## config.mk

```make
export PLATFORM = sky130hd
export DESIGN_NAME = pulse_width_meter
export DESIGN_NICKNAME = d
export VERILOG_FILES = /design/src/rtl/pulse_width_meter_pkg.sv /design/src/rtl/pulse_width_meter_edge_det.sv /design/src/rtl/pulse_width_meter.sv
export SDC_FILE = /design/constraint.sdc
export NUM_CORES = 1
export LEC_CHECK = 0
export ABC_AREA = 1
export CORE_UTILIZATION = 35
export CTS_CLUSTER_DIAMETER = 40
export DETAILED_ROUTE_END_ITERATION = 12
export DONT_BUFFER_PORTS = 1
export SYNTH_ARGS = -nofsm -noshare
export SYNTH_HDL_FRONTEND = slang
export SYNTH_SLANG_ARGS = --single-unit
```

## constraint.sdc

```tcl
create_clock -name clk -period 3.35 [get_ports clk]
set_clock_uncertainty 0.1 [all_clocks]
set_input_delay 0.5025 -clock clk [delete_from_list [all_inputs] [get_ports clk]]
set_output_delay 0.5025 -clock clk [all_outputs]
set_load 0.05 [all_outputs]
```

## src/rtl/pulse_width_meter_pkg.sv

```systemverilog
// Shared types and constants for the pulse width meter.
package pulse_width_meter_pkg;

  typedef enum logic {
    ST_IDLE = 1'b0,
    ST_HIGH = 1'b1
  } state_t;

  localparam int unsigned CNT_W_DEF = 8;

  // Largest value representable in a w-bit unsigned counter.
  function automatic logic [31:0] sat_max(input int unsigned w);
    return (w >= 32) ? 32'hFFFF_FFFF : ((32'd1 << w) - 32'd1);
  endfunction

endpackage

```

## src/rtl/pulse_width_meter_edge_det.sv

```systemverilog
// Edge detector on enabled samples; d_prev resets high so a line that is
// already high at reset release does not look like a rising edge.
module edge_det (
  input  logic clk,
  input  logic res,
  input  logic en,
  input  logic d,
  output logic rise,
  output logic fall,
  output logic rise_o,
  output logic fall_o
);

  logic d_prev;

  assign rise = en & d & ~d_prev;
  assign fall = en & ~d & d_prev;

  // Track the last enabled sample and register the edge strobes.
  always_ff @(posedge clk or posedge res) begin
    if (res) begin
      d_prev <= 1'b1;
      rise_o <= 1'b0;
      fall_o <= 1'b0;
    end else begin
      if (en) d_prev <= d;
      rise_o <= rise;
      fall_o <= fall;
    end
  end

endmodule

```

## src/rtl/pulse_width_meter.sv

```systemverilog
// Measures high-pulse widths of d in enabled samples and presents each
// completed width through a one-entry valid/ready result register.
//
// state   | meaning
// IDLE    | waiting for a rising edge on an enabled sample
// HIGH    | inside a pulse, counting enabled samples with d=1
module pulse_width_meter
  import pulse_width_meter_pkg::*;
#(
  parameter int unsigned CNT_W = CNT_W_DEF
) (
  input  logic             clk,
  input  logic             res,
  input  logic             en,
  input  logic             d,
  input  logic             ready_i,
  output logic             valid_o,
  output logic [CNT_W-1:0] width_o,
  output logic             ovf_o,
  output logic             drop_o,
  output logic             rise_o,
  output logic             fall_o
);

  localparam logic [CNT_W-1:0] CNT_MAX = CNT_W'(sat_max(CNT_W));
  localparam logic [CNT_W-1:0] CNT_ONE = CNT_W'(1);

  logic             rise;
  logic             fall;
  state_t           state;
  state_t           state_nxt;
  logic [CNT_W-1:0] cnt;
  logic [CNT_W-1:0] cnt_nxt;
  logic             ovf;
  logic             ovf_nxt;
  logic             complete;
  logic             accept;

  edge_det u_edge_det (
    .clk    (clk),
    .res    (res),
    .en     (en),
    .d      (d),
    .rise   (rise),
    .fall   (fall),
    .rise_o (rise_o),
    .fall_o (fall_o)
  );

  // Measurement state register.
  always_ff @(posedge clk or posedge res) begin
    if (res) begin
      state <= ST_IDLE;
      cnt   <= '0;
      ovf   <= 1'b0;
    end else begin
      state <= state_nxt;
      cnt   <= cnt_nxt;
      ovf   <= ovf_nxt;
    end
  end

  // Next-state logic: start on rise, count enabled highs, finish on fall.
  always_comb begin
    state_nxt = state;
    cnt_nxt   = cnt;
    ovf_nxt   = ovf;
    complete  = 1'b0;
    case (state)
      ST_IDLE: begin
        if (rise) begin
          state_nxt = ST_HIGH;
          cnt_nxt   = CNT_ONE;
          ovf_nxt   = 1'b0;
        end
      end
      ST_HIGH: begin
        if (en & d) begin
          if (cnt == CNT_MAX) ovf_nxt = 1'b1;
          else                cnt_nxt = cnt + CNT_ONE;
        end else if (fall) begin
          complete  = 1'b1;
          state_nxt = ST_IDLE;
        end
      end
      default: state_nxt = ST_IDLE;
    endcase
  end

  // The register can take a new result when empty or being drained now.
  assign accept = ~valid_o | ready_i;

  // Result register with handshake and sticky drop flag.
  always_ff @(posedge clk or posedge res) begin
    if (res) begin
      valid_o <= 1'b0;
      width_o <= '0;
      ovf_o   <= 1'b0;
      drop_o  <= 1'b0;
    end else begin
      if (complete) begin
        if (accept) begin
          valid_o <= 1'b1;
          width_o <= cnt;
          ovf_o   <= ovf;
        end else begin
          drop_o  <= 1'b1;
        end
      end else if (valid_o & ready_i) begin
        valid_o <= 1'b0;
      end
    end
  end

endmodule

```

== Word-level counts from Yosys, hierarchy flattened ==
Cells that the tools add are included.

* Equal/unequal tests: 6
* Reductions and logical operators: 6
* $add $sub $neg: 1
* Muxes and demuxes: 18
* Bitwise gates (word level): 11

{| class="wikitable"
|+ Operator list
! cell !! number
|-
| 8-bit 2-to-1 mux || 3
|-
| 8-bit case mux with 2 select lines || 1
|-
| 1-bit 2-to-1 mux || 12
|-
| 8-bit by 1-bit adder with 8-bit output (second input constant) || 1
|-
| 8-bit equality test (second input constant) || 1
|-
| 2-bit by 1-bit inequality test with 1-bit output (second input constant) || 4
|-
| 2-bit AND reduction || 3
|-
| 3-bit AND reduction || 2
|-
| 1-bit AND || 5
|-
| 1-bit inverter || 5
|-
| 1-bit case mux with 2 select lines || 2
|-
| 2-bit inequality test (second input constant) || 1
|-
| 2-bit nonzero test || 1
|-
| 1-bit OR || 1
|}

* Bits of input ports: 5
* Output and inout port bits: 13
* Register bits after elaboration: 24
* Word-level logic and storage cells: 52

== Depth between registers and ports, before layout ==
* Word-level depth: 8
* Mapped depth: 8
* Depth with buffers taken out: 8

== By module ==
Synthesis repeated with hierarchy kept, for this count alone.

* Cell total of the unflattened synthesis: 133
* Area, all modules: 1142.3 sq um

{| class="wikitable"
|+ By module, submodules not included
! module !! area an instance (sq um) !! cells each !! instances !! seq. area each (sq um)
|-
| pulse_width_meter || 1036.0 || 122 || 1 || 525.5
|-
| edge_det || 106.4 || 11 || 1 || 76.3
|}

== Worst setup path after synthesis ==
Ideal clock, no wire load.

* Path type: register to register
* Start: register valid_o
* End: register width_o[3]
* Cell stages (with the launch flop): 7
* Data arrival time: 1255 ps
* Period minus slack after synthesis: 1479 ps
* Buffers on the path: 1
* Slack: 1871 ps
* Required time: 3126 ps
* Setup time: 124 ps
* Cells stage by stage: dfrtp_1 inv_1 nor2_1 inv_1 nand2_2 buf_2 o21ai_1

* Cells in the longest elaborated chain, start to end: 3

{| class="wikitable"
|+ RTL lines
! element !! line !! text
|-
| from (decl) || pulse_width_meter.sv:17 || <nowiki>output logic valid_o,</nowiki>
|-
| from (signal assigned) || pulse_width_meter.sv:96 || <nowiki>valid_o <= 1'b0;</nowiki>
|-
| from (signal assigned) || pulse_width_meter.sv:103 || <nowiki>valid_o <= 1'b1;</nowiki>
|-
| from (signal assigned) || pulse_width_meter.sv:110 || <nowiki>valid_o <= 1'b0;</nowiki>
|-
| 1-bit inverter || pulse_width_meter.sv:91 || <nowiki>assign accept = ~valid_o | ready_i;</nowiki>
|-
| 1-bit OR || pulse_width_meter.sv:91 ||
|-
| 2-bit AND reduction (no line) || -- ||
|-
| to (signal assigned) || pulse_width_meter.sv:104 || <nowiki>width_o <= cnt;</nowiki>
|-
| to (decl) || pulse_width_meter.sv:18 || <nowiki>output logic [CNT_W-1:0] width_o,</nowiki>
|}

Every way passes these cells.
A chain may end at the register's enable or synchronous reset.

== Worst setup path in the final report ==
* Start: register width_o[0]
* End: output width_o[0]

No word-level cell between the ends.

==> reports/qor.yml <==
pwr:
  switching_share_pct: 40.8
  switchingPower_w: 0.000310
  powerDensity_nw_per_um2: 618
  p_leak_nw: 0.592
  clkPwrFrac_pct: 20.0
  seqPwrFrac_pct: 62.3
  vdd_drop_max_mv: 0.159
  pwr-share-comb_pct: 17.8
  p_int_w: 0.000449
global_route:
  grt_pass1_wl_um: 3440
  grt_usage_pct: 13.1
  grt_max_degree: 25
  grt_pass1_vias: 778
  overflow: 0
  antenna_found_initial: 0
setup_path:
  startpoint_type: "flop"
  worstPathRequired_ns: 2.75
  cp_max_fo: 2
  endpoint_kind: "output port"
  worstPathArrival_ns: 0.98
  critPathKind: "flop to output port"
final_layout:
  drive_above_1_share_pct: 13.2
  final_cells: 180
  fill_cells: 326
  area_growth_pct: 5.48
  finalNetCount: 143
  post-route-util_pct: 39.6
  diodes: 0
synth:
  yosysSeqAreaShare_pct: 51.7
  syn_avg_cell_area_um2: 8.62
  yosysUniqueCellTypes: 21
  synth_xor_xnor_area_share_pct: 0
  ys_ff_latch: 24
  mappedNetlistArea_um2: 1160
  synth_nets: 141
  synth_mux_area_share_pct: 0
  synth_top_family_by_area: "simple AND/OR/NAND/NOR gates"
  postSynthCellCount: 135
  synth_compound_area_share_pct: 10.5
  yosys.area_share.adder_pct: 1.08
  synthSimpleGateAreaFrac_pct: 30.4
  yosys_warnings: 0
floorplanning:
  start_util_pct: 37.5
  dieWidth_um: 59.7
  core_um2: 3100
  ios: 18
  fp.dieH_um: 59.7
  num_rows: 20
  die_area_um2: 3560
timing:
  fin_tns_setup_ns: 0
  timing_hold_violations_final: 0
  period_share_pct: 47.4
  rsz0062_at_grt: "false"
  max_freq_ghz: 0.630
  setup-violations-final: 0
  worstMarginPinSlew_ns: 0.863
  timing.final.crit_period_ns: 1.59
  slew_headroom_pct: 42.4
  slew_violations: 0
detailed_routing:
  routedWlPerCell_um: 11.2
  ant_nets: 0
  route.detailed.drc: 0
  first_iter_violations: 46
  wl_um: 2020
  vias_per_cell: 4.74
  dr_total_vias: 853
  drt_pass1_iterations: 4
cts:
  cts_tree: "yes"
  h-tree-depth: 1
  cts_sinks: 24
  ctsRootBufferMaster: "clkbuf_4"
  numCtsBuffers: 3
  cts_hold_buf: 0
  cts_setup_buffers: 0
  clock_latency_ns: 0.31
  clk_pin_slew_ns: 0.13
  postCtsResizedCells: 0
  cts_max_path_buffers: 2
placement:
  dpl.cell_count: 176
  gp_congestion: 0.847
  port_buffers: 0
  dp_hpwl_um: 1470
flow_run:
  cap_violations: 0
min_path:
  min_path_type: "primary input to asynchronous set/reset pin"
status:
  status: "complete, no violations"
Yosys cell counts:
master | number | share of area [%]
o22ai_1 | 1 | 0.54
inv_2 | 1 | 0.32
nand2_1 | 45 | 15
buf_2 | 1 | 0.43
nor2_4 | 3 | 2.9
o21ai_0 | 5 | 2.2
o21ai_2 | 5 | 3.8
buf_4 | 1 | 0.65
ha_1 | 1 | 1.1
a21oi_1 | 3 | 1.3
nand2_2 | 2 | 1.1
buf_8 | 1 | 1.3
nand3_1 | 11 | 4.7
inv_1 | 11 | 3.5
nor2_1 | 11 | 3.5
dfstp_2 | 1 | 2.3
nand3_4 | 2 | 3.0
dfrtp_1 | 23 | 49
o21ai_1 | 5 | 2.2
a21o_1 | 1 | 0.65
nand3b_1 | 1 | 0.65
cell type report:
cell class	count	area [um^2]	area share [%]
Multi-Input combinational cell	96	489	39.9
Inverter	12	45.0	3.67
Clock buffer	4	36.3	2.96
Sequential cell	24	602	49.0
Tap cell	44	55.1	4.49
flip-flops by register name, summed over array words and instances, names as in the netlist:
signal             flops
drop_o                 1
cnt                    8
state                  1
valid_o                1
u_edge_det.fall_o      1
u_edge_det.d_prev      1
ovf                    1
u_edge_det.rise_o      1
width_o                8
ovf_o                  1
final timing paths:
check | endpoint | cells after the start | slack (ns) | start
max reg2reg | width_o[3] | 6 | 1.77 | valid_o
max | width_o[0] | 0 | 1.76 | width_o[0]
min | width_o[2] | 1 | 0.13 | res
min in group clk | u_edge_det.d_prev | 3 | 0.21 | en
max in group asynchronous | cnt[1] | 1 | 2.48 | res
min reg2reg | u_edge_det.d_prev | 2 | 0.41 | u_edge_det.d_prev
power by group through the flow:
stage,clock (W),sequential [W],combinational (W)
6_report,0.000151,0.000472,0.000135
5_1_grt,0.000172,0.000481,0.000158
4_1_cts,0.000155,0.000472,0.000138
3_5_place_dp,0,0.000478,0.000138
3_3_place_gp,0,0.000474,0.000135
2_1_floorplan,0,0.000460,0.000131
cells by family after synthesis:
| kind of cell | after synthesis |
|---|---|
| simple gates | 75 |
| buf+inv | 15 |
| compound gates | 20 |
| flops | 24 |
| fa+ha+maj | 1 |
per-layer routing:
layer | GRT usage, % | routed length (um) | share of wire, % | vias to the layer above
met2 | 21.3 | 936 | 46 | 26
li1 | - | - | - | 433
met1 | 16.1 | 905 | 45 | 390
met3 | 3.03 | 139 | 6.9 | 4
met5 | 0 | 0 | 0 | -
met4 | 6.98 | 41 | 2.0 | 0
cell usage in the layout, fill, tap and decap left out:
master	instances
dfrtp_1	23
inv_1	11
nand3_4	2
o22ai_1	1
a21o_1	1
nand3_1	11
nor2_1	11
o21ai_2	5
nand2_1	45
ha_1	1
clkbuf_8	1
nor2_4	3
o21ai_1	5
nand3b_1	1
dfstp_2	1
inv_2	1
nand2_2	2
a21oi_1	3
o21ai_0	5
clkbuf_4	3
stage by stage:
stage	power (W)	hold slack, ns	cell area (um^2)	setup WS, ns
global route	0.000811	0.192	1230	1.53
finish	0.000758	0.135	1230	1.76
detailed placement	0.000616	0.387	1190	1.76
CTS	0.000765	0.186	1230	1.74
floorplan	0.000591	0.364	1160	1.87
global placement	0.000609	0.384	1190	1.81
Note: power is estimated with default switching activity, not from simulation.
